===== src/rtl/sg_list_reader_gen.sv =====
// Scatter-gather list reader: assembles 128-bit SG elements (addr_lo, addr_hi, len, rsvd) from
// 32/64/128-bit FIFO beats and presents them through a small element queue.
module sg_list_reader_gen #(
    parameter int C_DATA_WIDTH = 128,
    parameter int C_ELEM_DEPTH = 2,
    parameter int C_SKIP_ZERO  = 0
) (
    input  logic                    CLK,
    input  logic                    RST,
    input  logic [C_DATA_WIDTH-1:0] BUF_DATA,
    input  logic                    BUF_DATA_EMPTY,
    output logic                    BUF_DATA_REN,
    input  logic                    FLUSH,
    output logic                    VALID,
    output logic                    EMPTY,
    input  logic                    REN,
    output logic [63:0]             ADDR,
    output logic [31:0]             LEN,
    output logic [15:0]             ELEM_COUNT
);

    localparam int BEATS = 128 / C_DATA_WIDTH;
    localparam int PTR_W = (C_ELEM_DEPTH > 1) ? $clog2(C_ELEM_DEPTH) : 1;
    localparam int MEM_N = 1 << PTR_W;
    localparam int CNT_W = $clog2(C_ELEM_DEPTH + 1);
    localparam logic [1:0]       LAST_BEAT = 2'(BEATS - 1);
    localparam logic [PTR_W-1:0] LAST_PTR  = PTR_W'(C_ELEM_DEPTH - 1);
    localparam logic [CNT_W-1:0] DEPTH_CNT = CNT_W'(C_ELEM_DEPTH);

    generate
        if (!(C_DATA_WIDTH == 32 || C_DATA_WIDTH == 64 || C_DATA_WIDTH == 128) ||
            !(C_ELEM_DEPTH == 1 || C_ELEM_DEPTH == 2 || C_ELEM_DEPTH == 4)) begin : gIllegal
            $error("sg_list_reader_gen: illegal C_DATA_WIDTH=%0d or C_ELEM_DEPTH=%0d",
                   C_DATA_WIDTH, C_ELEM_DEPTH);
        end
    endgenerate

    logic [1:0]       rBeat;
    logic [127:0]     rAsm;
    logic [63:0]      rMemAddr [MEM_N];
    logic [31:0]      rMemLen  [MEM_N];
    logic [PTR_W-1:0] rRdPtr;
    logic [PTR_W-1:0] rWrPtr;
    logic [CNT_W-1:0] rCount;
    logic [63:0]      rHoldAddr;
    logic [31:0]      rHoldLen;
    logic [15:0]      rElemCount;

    logic [127:0]     wAsm;
    logic             wLast;
    logic             wZero;
    logic             wSpace;
    logic             wPop;
    logic             wEnq;
    logic [PTR_W-1:0] wRdNext;
    logic [PTR_W-1:0] wWrNext;

    always_comb begin
        // Current beat overlaid on the partially assembled element.
        wAsm = rAsm;
        for (int b = 0; b < BEATS; b++) begin
            if (rBeat == 2'(b)) begin
                wAsm[b*C_DATA_WIDTH +: C_DATA_WIDTH] = BUF_DATA;
            end
        end
        wLast        = (rBeat == LAST_BEAT);
        wZero        = (C_SKIP_ZERO != 0) && (wAsm[95:64] == 32'd0);
        VALID        = (rCount != '0);
        wPop         = VALID && REN && !FLUSH;
        wSpace       = (rCount < DEPTH_CNT) || (VALID && REN);
        BUF_DATA_REN = !RST && !BUF_DATA_EMPTY && !FLUSH && (!wLast || wSpace || wZero);
        wEnq         = BUF_DATA_REN && wLast && !wZero;
        wRdNext      = (rRdPtr == LAST_PTR) ? '0 : rRdPtr + 1'b1;
        wWrNext      = (rWrPtr == LAST_PTR) ? '0 : rWrPtr + 1'b1;
        EMPTY        = (rCount == '0) && (rBeat == 2'd0);
        ADDR         = VALID ? rMemAddr[rRdPtr] : rHoldAddr;
        LEN          = VALID ? rMemLen[rRdPtr]  : rHoldLen;
        ELEM_COUNT   = rElemCount;
    end

    always_ff @(posedge CLK or posedge RST) begin
        if (RST) begin
            rBeat      <= 2'd0;
            rAsm       <= '0;
            rRdPtr     <= '0;
            rWrPtr     <= '0;
            rCount     <= '0;
            rHoldAddr  <= '0;
            rHoldLen   <= '0;
            rElemCount <= '0;
            for (int i = 0; i < MEM_N; i++) begin
                rMemAddr[i] <= '0;
                rMemLen[i]  <= '0;
            end
        end else begin
            if (FLUSH) begin
                rBeat  <= 2'd0;
                rRdPtr <= '0;
                rWrPtr <= '0;
                rCount <= '0;
            end else begin
                if (BUF_DATA_REN) begin
                    rAsm  <= wAsm;
                    rBeat <= wLast ? 2'd0 : rBeat + 2'd1;
                end
                if (wEnq) begin
                    rMemAddr[rWrPtr] <= wAsm[63:0];
                    rMemLen[rWrPtr]  <= wAsm[95:64];
                    rWrPtr           <= wWrNext;
                end
                if (wPop) begin
                    rRdPtr     <= wRdNext;
                    rElemCount <= rElemCount + 16'd1;
                end
                rCount <= rCount + CNT_W'(wEnq) - CNT_W'(wPop);
            end
            // Remember the visible head so outputs hold it once the queue drains.
            if (VALID) begin
                rHoldAddr <= ADDR;
                rHoldLen  <= LEN;
            end
        end
    end

endmodule

===== config.mk =====
export PLATFORM = sky130hd
export DESIGN_NAME = sg_list_reader_gen
export DESIGN_NICKNAME = d
export VERILOG_FILES = /design/src/rtl/sg_list_reader_gen.sv
export SDC_FILE = /design/constraint.sdc
export NUM_CORES = 1
export LEC_CHECK = 0
export CAP_MARGIN = 20
export CORE_MARGIN = 1.5
export CORE_UTILIZATION = 50
export DETAILED_ROUTE_END_ITERATION = 8
export GPL_TIMING_DRIVEN = 0
export PLACE_DENSITY = 0.76
export SLEW_MARGIN = 20
export SYNTH_ARGS = -nofsm -noshare
export SYNTH_HDL_FRONTEND = slang
export SYNTH_SLANG_ARGS = --single-unit

===== constraint.sdc =====
create_clock -name CLK -period 13.5 [get_ports CLK]
set_input_delay 2.7 -clock CLK [delete_from_list [all_inputs] [get_ports CLK]]
set_output_delay 2.7 -clock CLK [all_outputs]
set_load 0.1 [all_outputs]

Yosys cells after proc, flatten, opt, wreduce, memory -nomap -nowiden
Index checks and enable logic that the tools add are counted.
- add/sub/neg operators: 6
- $lt $le $gt $ge: 4
- multiplexer cells: 25
- bitwise logic cells: 3
- reductions and logical operators: 23
- operator list (cell ; count):
    $mux W64 ; 5
    $mux W32 ; 5
    $bwmux W128 ; 1
    $mux W96 ; 1
    $bwmux W64 ; 1
    $demux W64 S1 ; 1
    $demux W32 S1 ; 1
    $add A16 B1 Y16 const B ; 1
    $logic_and A1 B1 Y1 ; 8
    $mux W2 ; 4
    $reduce_bool A2 Y1 ; 4
    $mux W1 ; 6
    $reduce_and A2 Y1 ; 3
    $ge A2 B2 Y1 const B ; 2
    $logic_not A1 Y1 ; 4
    $logic_not A2 Y1 ; 2
    $not A1 Y2 ; 2
    $add A1 B1 Y1 const B ; 2
    $add A2 B1 Y2 ; 1
    $add A2 B1 Y2 const B ; 1
    $logic_or A1 B1 Y1 ; 2
    $lt A2 B1 Y1 const B ; 1
    $lt A2 B2 Y1 const B ; 1
    $sub A2 B1 Y2 ; 1
    $not A1 Y1 ; 1
- register bits: 406
- output and inout port bits: 115
- word-level logic and storage cells: 73

Longest topological paths before layout
Gate-level depths: netlist (run 1).
- depth in word-level cells: 9
- gate-level depth with buffers: 12

Worst setup path after synthesis (run 1)
No wires, ideal clock.
- kind: input-to-output
- start: in FLUSH
- end: out BUF_DATA_REN
- data arrival time: 3.642 ns
- slack: 7.158 ns
- stages: 4
- cell sequence: buf_6 > nor3_4 > nand2_1 > inv_1
- word-level cells in the longest chain between the ends: 3
- RTL lines (item ; RTL line ; text):
    start, declared ; 13 ; input logic FLUSH,
    $logic_not A1 Y1 ; 71 ; BUF_DATA_REN = !RST && !BUF_DATA_EMPTY && !FLUSH && (!wLast || wSpace || wZero);
    $logic_and A1 B1 Y1 (2 in series) ; 71 ;
    end, declared ; 12 ; output logic BUF_DATA_REN,
No other way between the ends.

Worst setup path after layout (run 1)
- start: in RST
- end: out BUF_DATA_REN
- word-level cells in the longest chain between the ends: 4
- RTL lines (item ; RTL line ; text):
    start, declared ; 9 ; input logic RST,
    $logic_not A1 Y1 (no source line) ; -- ;
    $logic_and A1 B1 Y1 (3 in series) ; 71 ;
No other way between the ends.

==> run_results.csv, run 1 <==
group,metric,value,unit
route,routedWlPerCell,18.43,µm
cts,cts-root-buf,"clkbuf_16",
cts,cts_tree,"done",
power,p_per_area,267.9,nW/µm²
floorplan,start_util,0.5080,
final_layout,diodes,0,
timing,timing.hold.ws,0.4756,ns
cts,htreeDepth,2,
final_layout,fillers,1985,
final_layout,area_delta_synth_final,28.57,%
global_route,grt_first_pass_wirelength,48030,µm
cts,insertion_delay,0.50,ns
route,drt.antenna.violating_nets,0,
logic_synthesis,synth_warnings,0,
logic_synthesis,syn_area,13160,µm²
timing,max-slew-margin-rel,0.2981,
final_layout,postLayoutCellArea,16920,µm²
status,status,"finished clean",
placed_design,post-dp-hpwl,20370,µm
cts,cts_sinks,310,
logic_synthesis,synth_edf_count,0,
placed_design,pre_cts_slack,5.956,ns
cts,postCtsSetupBuffers,0,
power,irDropWorstVdd,329.2,µV
route,drc,0,
floorplan,num_io_pins,248,
cts,clkSlewWorstSetupHoldPaths,0.06,ns
timing,max_clock_freq,132.6,MHz
floorplan,die-area,27310,µm²
critical_path,crit_fanout,4,
cts,ctsLongestPathBuffers,3,
global_route,antenna_found_initial,1,
route,met1Wirelength,13480,µm
logic_synthesis,ys_dominant_reg_cell,"dfrtp_1",
timing,slew_viol_final,0,
placed_design,io_buffer_count,214,
route,drt-total-wl,30210,µm
power,finalPower,4.534,mW
flow_run,maxCapViolCount,0,
final_layout,drive_gt1_frac,0.2163,
logic_synthesis,synthArstFlopShare,1.000,
placed_design,gp_congestion,0.7807,
timing,setup_tns,0,ns
route,routed.top_layer,"met5",
critical_path,cp_data_arrival_time,4.84,ns
final_layout,fin_util,0.6531,
cts,postCtsResizedCells,0,
critical_path,worstSetupStartpointType,"input port",
placed_design,placed_cells,1581,
logic_synthesis,syn_nets,1167,
timing,setup_ws,5.958,ns
power,power_leakage,7.329,nW
route,firstDrtPassIters,4,
global_route,overflow,0,
floorplan,die_y,165.3,µm
floorplan,die_w,165.3,µm
logic_synthesis,synth_seq_cells,310,
critical_path,crit_path_end_kind,"output port",
logic_synthesis,avgSynthCellArea,12.79,µm²
placed_design,place_area,15810,µm²
timing,tightest_slew,1.050,ns
timing,timing.final.crit_share,0.5586,
route,vias_per_cell,5.378,
final_layout,final_cell_count_no_fill,1639,
timing,setup_viol_count_final,0,
final_layout,fin_nets,1420,
route,num_vias,8815,
critical_path,critPathKind,"input port to output port",
logic_synthesis,yosysUniqueCellTypes,29,
cts,cts_buffers,34,
critical_path,worstPathRequired,10.80,ns
global_route,grt_pass1_vias,9389,
route,drtIter0Drc,546,
global_route,grt_use_total,0.2255,
timing,fin_skew,0.01450,ns
cts,cts_hold_buf,0,
route,wl_met3,1759,µm
timing,hold_viol_final,0,
worst_hold_path,worst_hold_path_type,"register to register",
global_route,grt_max_degree,88,
timing,rsz0062_at_grt,"false",
logic_synthesis,syn-instance-count,1029,
floorplan,core.rowCount,59,
route,met2WireLength,14340,µm
floorplan,core-area,25910,µm²
logic_synthesis,seq_area_frac_synth,0.5894,
timing,fin_crit,7.542,ns
power by group:
part           internal, mW  total [mW]  leakage, nW  switching (mW)
registers              1.21        1.32         3.78           0.112
clock network         0.553       0.913        0.555           0.361
logic                 0.584        2.30         2.99            1.71
total                  2.35        4.53         7.33            2.19
final cells by class:
type,instances,area (µm²),share of cell area
buffer,68,349.1,0.02063
clock buffer,51,1046,0.06181
clock inverter,7,63.81,0.003771
inverter,7,33.78,0.001996
multi-input combinational,644,5030,0.2972
sequential,310,7757,0.4584
tap,335,419.2,0.02477
timing repair buffer,217,2225,0.1315
path summary, 6_finish.rpt:
check / start / endpoint / slack (ns) / depth (start not counted)
setup / recovery: RST / BUF_DATA_REN / 5.96 / 5
max in group asynchronous: RST / rMemAddr[56]$_DFFE_PP0P_ / 9.63 / 4
hold reg to reg: ELEM_COUNT[15]$_DFFE_PP0P_ / ELEM_COUNT[15]$_DFFE_PP0P_ / 0.48 / 1
min in group asynchronous: RST / ELEM_COUNT[1]$_DFFE_PP0P_ / 2.71 / 2
setup reg to reg: rCount[1]$_DFF_PP0_ / rHoldLen[8]$_DFFE_PP0N_ / 10.98 / 5
hold / removal: ELEM_COUNT[15]$_DFFE_PP0P_ / ELEM_COUNT[15]$_DFFE_PP0P_ / 0.48 / 1
cells in the final DEF, fill, tap and decap left out, drive strengths merged:
cell type      count
a21oi            193
and3               3
and4               2
buf               31
bufinv             1
clkbuf            91
clkdlybuf4s50    214
clkinv             5
dfrtp            310
ha                 5
inv                8
mux2             193
mux2i             96
nand2              9
nand2b             2
nand3              8
nand3b             1
nand4              4
nor2             101
nor2b              1
nor3               4
o21ai              1
o31ai              2
or2                1
xnor2             12
xor2               6
cell families after synthesis:
group,Yosys count,synth area share
flops,310,0.5894
mux,289,0.2464
buf+inv,75,0.02852
fa+ha+maj,5,0.004753
xor+xnor,18,0.01198
compound gates,196,0.07490
simple gates,136,0.04411
per-layer routing:
layer	GRT usage	up-vias
met5	0	-
met1	0.3092	4433
met4	0.05569	2
met3	0.04645	47
li1	-	4126
met2	0.3682	207
critical path, cell delays in order:
cell and delay [ns]:
clkdlybuf4s50_1 0.54, nor3_4 0.28, nand2_1 0.07, inv_1 0.10
clkdlybuf4s50_1 1.15
state kept, by name, indices dropped and copies added, names as in the netlist:
signal / flops
ELEM_COUNT: 16
rBeat: 2
rCount: 2
rHoldAddr: 64
rHoldLen: 32
rMemAddr: 128
rMemLen: 64
rRdPtr: 1
rWrPtr: 1
cell usage after synthesis, drive strengths merged, types with 2 or more instances:
master / count / share of area
mux2i: 96 / 0.073
nand2: 9 / 0.0028
dfrtp: 310 / 0.59
o31ai: 2 / 0.0011
nand2b: 2 / 0.00095
nor2: 101 / 0.029
and3: 3 / 0.0014
mux2: 193 / 0.17
inv: 7 / 0.0020
xnor2: 12 / 0.0080
and4: 2 / 0.0013
nand3: 8 / 0.0030
xor2: 6 / 0.0040
ha: 5 / 0.0048
nor3: 4 / 0.0024
clkbuf: 40 / 0.011
nand4: 4 / 0.0019
buf: 28 / 0.015
a21oi: 193 / 0.073
Note: power is estimated with default switching activity, not from simulation.
==> run 2, diff against run 1 <==
- clock period: 13.5 -> 7.6 ns (I/O delays scaled with it)
==> run_results.csv, run 2 (synthesis gave the netlist of run 1 again) <==
group,metric,value,unit
power,combinationalPowerShare,0.501,
cts,cts_sinks,310,
final_layout,fillers,1982,
timing,fin_crit,5.725,ns
power,p_clk_frac,0.211,
cts,postCtsResizedCells,0,
route,firstDrtPassIters,5,
power,sw_frac_of_total,0.4789,
power,p_per_area,477.0,nW/µm²
timing,tightest_slew,1.060,ns
final_layout,layout_commonest_cell,"dfrtp_1",
route,routedWlPerCell,18.50,µm
final_layout,reg_top3,"rMemAddr (128), rHoldAddr (64), rMemLen (64)",
power,seqPwrFrac,0.288,
critical_path,critPathKind,"register to output port",
route,drt-total-wl,30600,µm
floorplan,die_w,165.3,µm
global_route,grt_use_total,0.2293,
final_layout,area_delta_synth_final,30.05,%
cts,cts_buffers,35,
global_route,grt_first_pass_wirelength,48620,µm
timing,max_clock_freq,174.7,MHz
cts,insertion_delay,0.51,ns
route,num_vias,8950,
critical_path,crit_top_cell,"clkbuf_1",
final_layout,regMostFlops,"rMemAddr",
cts,cts_tree,"done",
placed_design,io_buffer_count,214,
power,p_int,4.255,mW
floorplan,die-area,27310,µm²
timing,setup_tns,0,ns
status,status,"finished clean",
timing,timing.final.crit_share,0.7533,
power,finalPower,8.166,mW
final_layout,fin_nets,1428,
cts,htreeDepth,2,
worst_hold_path,worst_hold_path_type,"register to register",
timing,rsz0062_at_grt,"false",
critical_path,cp_slowest_stage_delay,1.02,ns
critical_path,path_buf_inv,4,
final_layout,largest_reg_flops,128,
global_route,overflow,0,
cts,ctsLongestPathBuffers,3,
route,drt.antenna.violating_nets,0,
timing,timing.hold.ws,0.4729,ns
critical_path,cp_data_arrival_time,4.20,ns
global_route,grt_max_degree,36,
timing,max-slew-margin-rel,0.2913,
global_route,grt_pass1_vias,9305,
timing,setup_ws,1.875,ns
route,vias_per_cell,5.411,
global_route,grt-busiest-layer,"met2",
floorplan,core.rowCount,59,
critical_path,crit_path_end_kind,"output port",
critical_path,crit_family,"buffers and inverters",
critical_path,worstSetupStartpointType,"register",
timing,setup_viol_count_final,0,
final_layout,most-common-layout-cells,"dfrtp_1 (310), clkdlybuf4s50_1 (214), a21oi_1 (193), mux2_2 (164), nor2_1 (101)",
placed_design,post-dp-hpwl,20470,µm
critical_path,crit_slowest_cell,"clkdlybuf4s50_1",
floorplan,start_util,0.5080,
timing,slew_viol_final,0,
critical_path,rrSetupSlack,4.83,ns
cts,postCtsSetupBuffers,0,
global_route,use_met3,0.04620,
floorplan,num_io_pins,248,
placed_design,gp_congestion,0.7651,
final_layout,drive_gt1_frac,0.2204,
power,irDropWorstVdd,431.8,µV
global_route,met2_usage,0.3676,
global_route,antenna_found_initial,3,
global_route,use_met1,0.3149,
placed_design,pre_cts_slack,2.478,ns
cts,clkSlewWorstSetupHoldPaths,0.06,ns
route,drc,0,
final_layout,fin_util,0.6606,
flow_run,maxCapViolCount,0,
timing,fin_skew,0.01284,ns
floorplan,die_y,165.3,µm
floorplan,core-area,25910,µm²
cts,cts-root-buf,"clkbuf_16",
power,p_sw,3.911,mW
critical_path,path_cells,"or2_2, clkbuf_1, clkbuf_1, clkbuf_1, a21oi_1, clkdlybuf4s50_1",
cts,cts_hold_buf,0,
power,power_leakage,7.412,nW
route,drtIter0Drc,478,
critical_path,worstPathRequired,6.08,ns
critical_path,crit_fanout,10,
timing,hold_viol_final,0,
==> run 2: metrics by stage <==
step / cell area, µm² / cells
CTS: 17110 / 1651
detailed placement: 15940 / 1588
floorplan: 13170 / 1029
global route: 17120 / 1653
finish: 17120 / 1654
global placement: 15730 / 1578
==> run 2: metal layers <==
layer	share of wire	vias to the layer above
li1	-	4142
met3	0.057	47
met1	0.45	4540
met4	0.021	2
met5	0.00042	-
met2	0.48	219
==> run 2: worst register-to-register path, cell delays in order (launching register included) <==
cell	delay (ns)
dfrtp_1	0.42
or2_2	0.15
clkbuf_1	0.69
clkbuf_1	0.70
clkbuf_1	0.50
a21oi_1	0.16
==> run 2: worst paths after layout <==
check	end	cells after the start	start
hold reg to reg	ELEM_COUNT[15]$_DFFE_PP0P_	1	ELEM_COUNT[15]$_DFFE_PP0P_
min in group asynchronous	ELEM_COUNT[1]$_DFFE_PP0P_	2	RST
hold / removal	ELEM_COUNT[15]$_DFFE_PP0P_	1	ELEM_COUNT[15]$_DFFE_PP0P_
setup / recovery	ADDR[62]	6	rCount[1]$_DFF_PP0_
setup reg to reg	rHoldLen[0]$_DFFE_PP0N_	5	rCount[1]$_DFF_PP0_
max in group asynchronous	rHoldAddr[34]$_DFFE_PP0N_	5	RST
==> run 2: final cells by class <==
| class | count | area (µm²) | area share |
|---|---|---|---|
| Timing Repair Buffer | 224 | 2350 | 0.1373 |
| Inverter | 7 | 30.03 | 0.001754 |
| Clock inverter | 14 | 173.9 | 0.01016 |
| Clock buffer | 49 | 1001 | 0.05848 |
| Sequential cell | 310 | 7757 | 0.4532 |
| Buffer | 68 | 349.1 | 0.02039 |
| Multi-Input combinational cell | 644 | 5030 | 0.2938 |
| Tap cell | 335 | 419.2 | 0.02449 |
| Antenna cell | 3 | 7.507 | 0.0004386 |
==> run 2: power by group through the flow <==
stage	Combinational [mW]	Sequential, mW	Clock [mW]
after floorplan	3.13	2.37	0
after global placement	4.03	2.36	0
after detailed placement	4.09	2.37	0
after CTS	4.11	2.35	1.75
after global routing	4.28	2.40	1.82
final	4.09	2.35	1.72
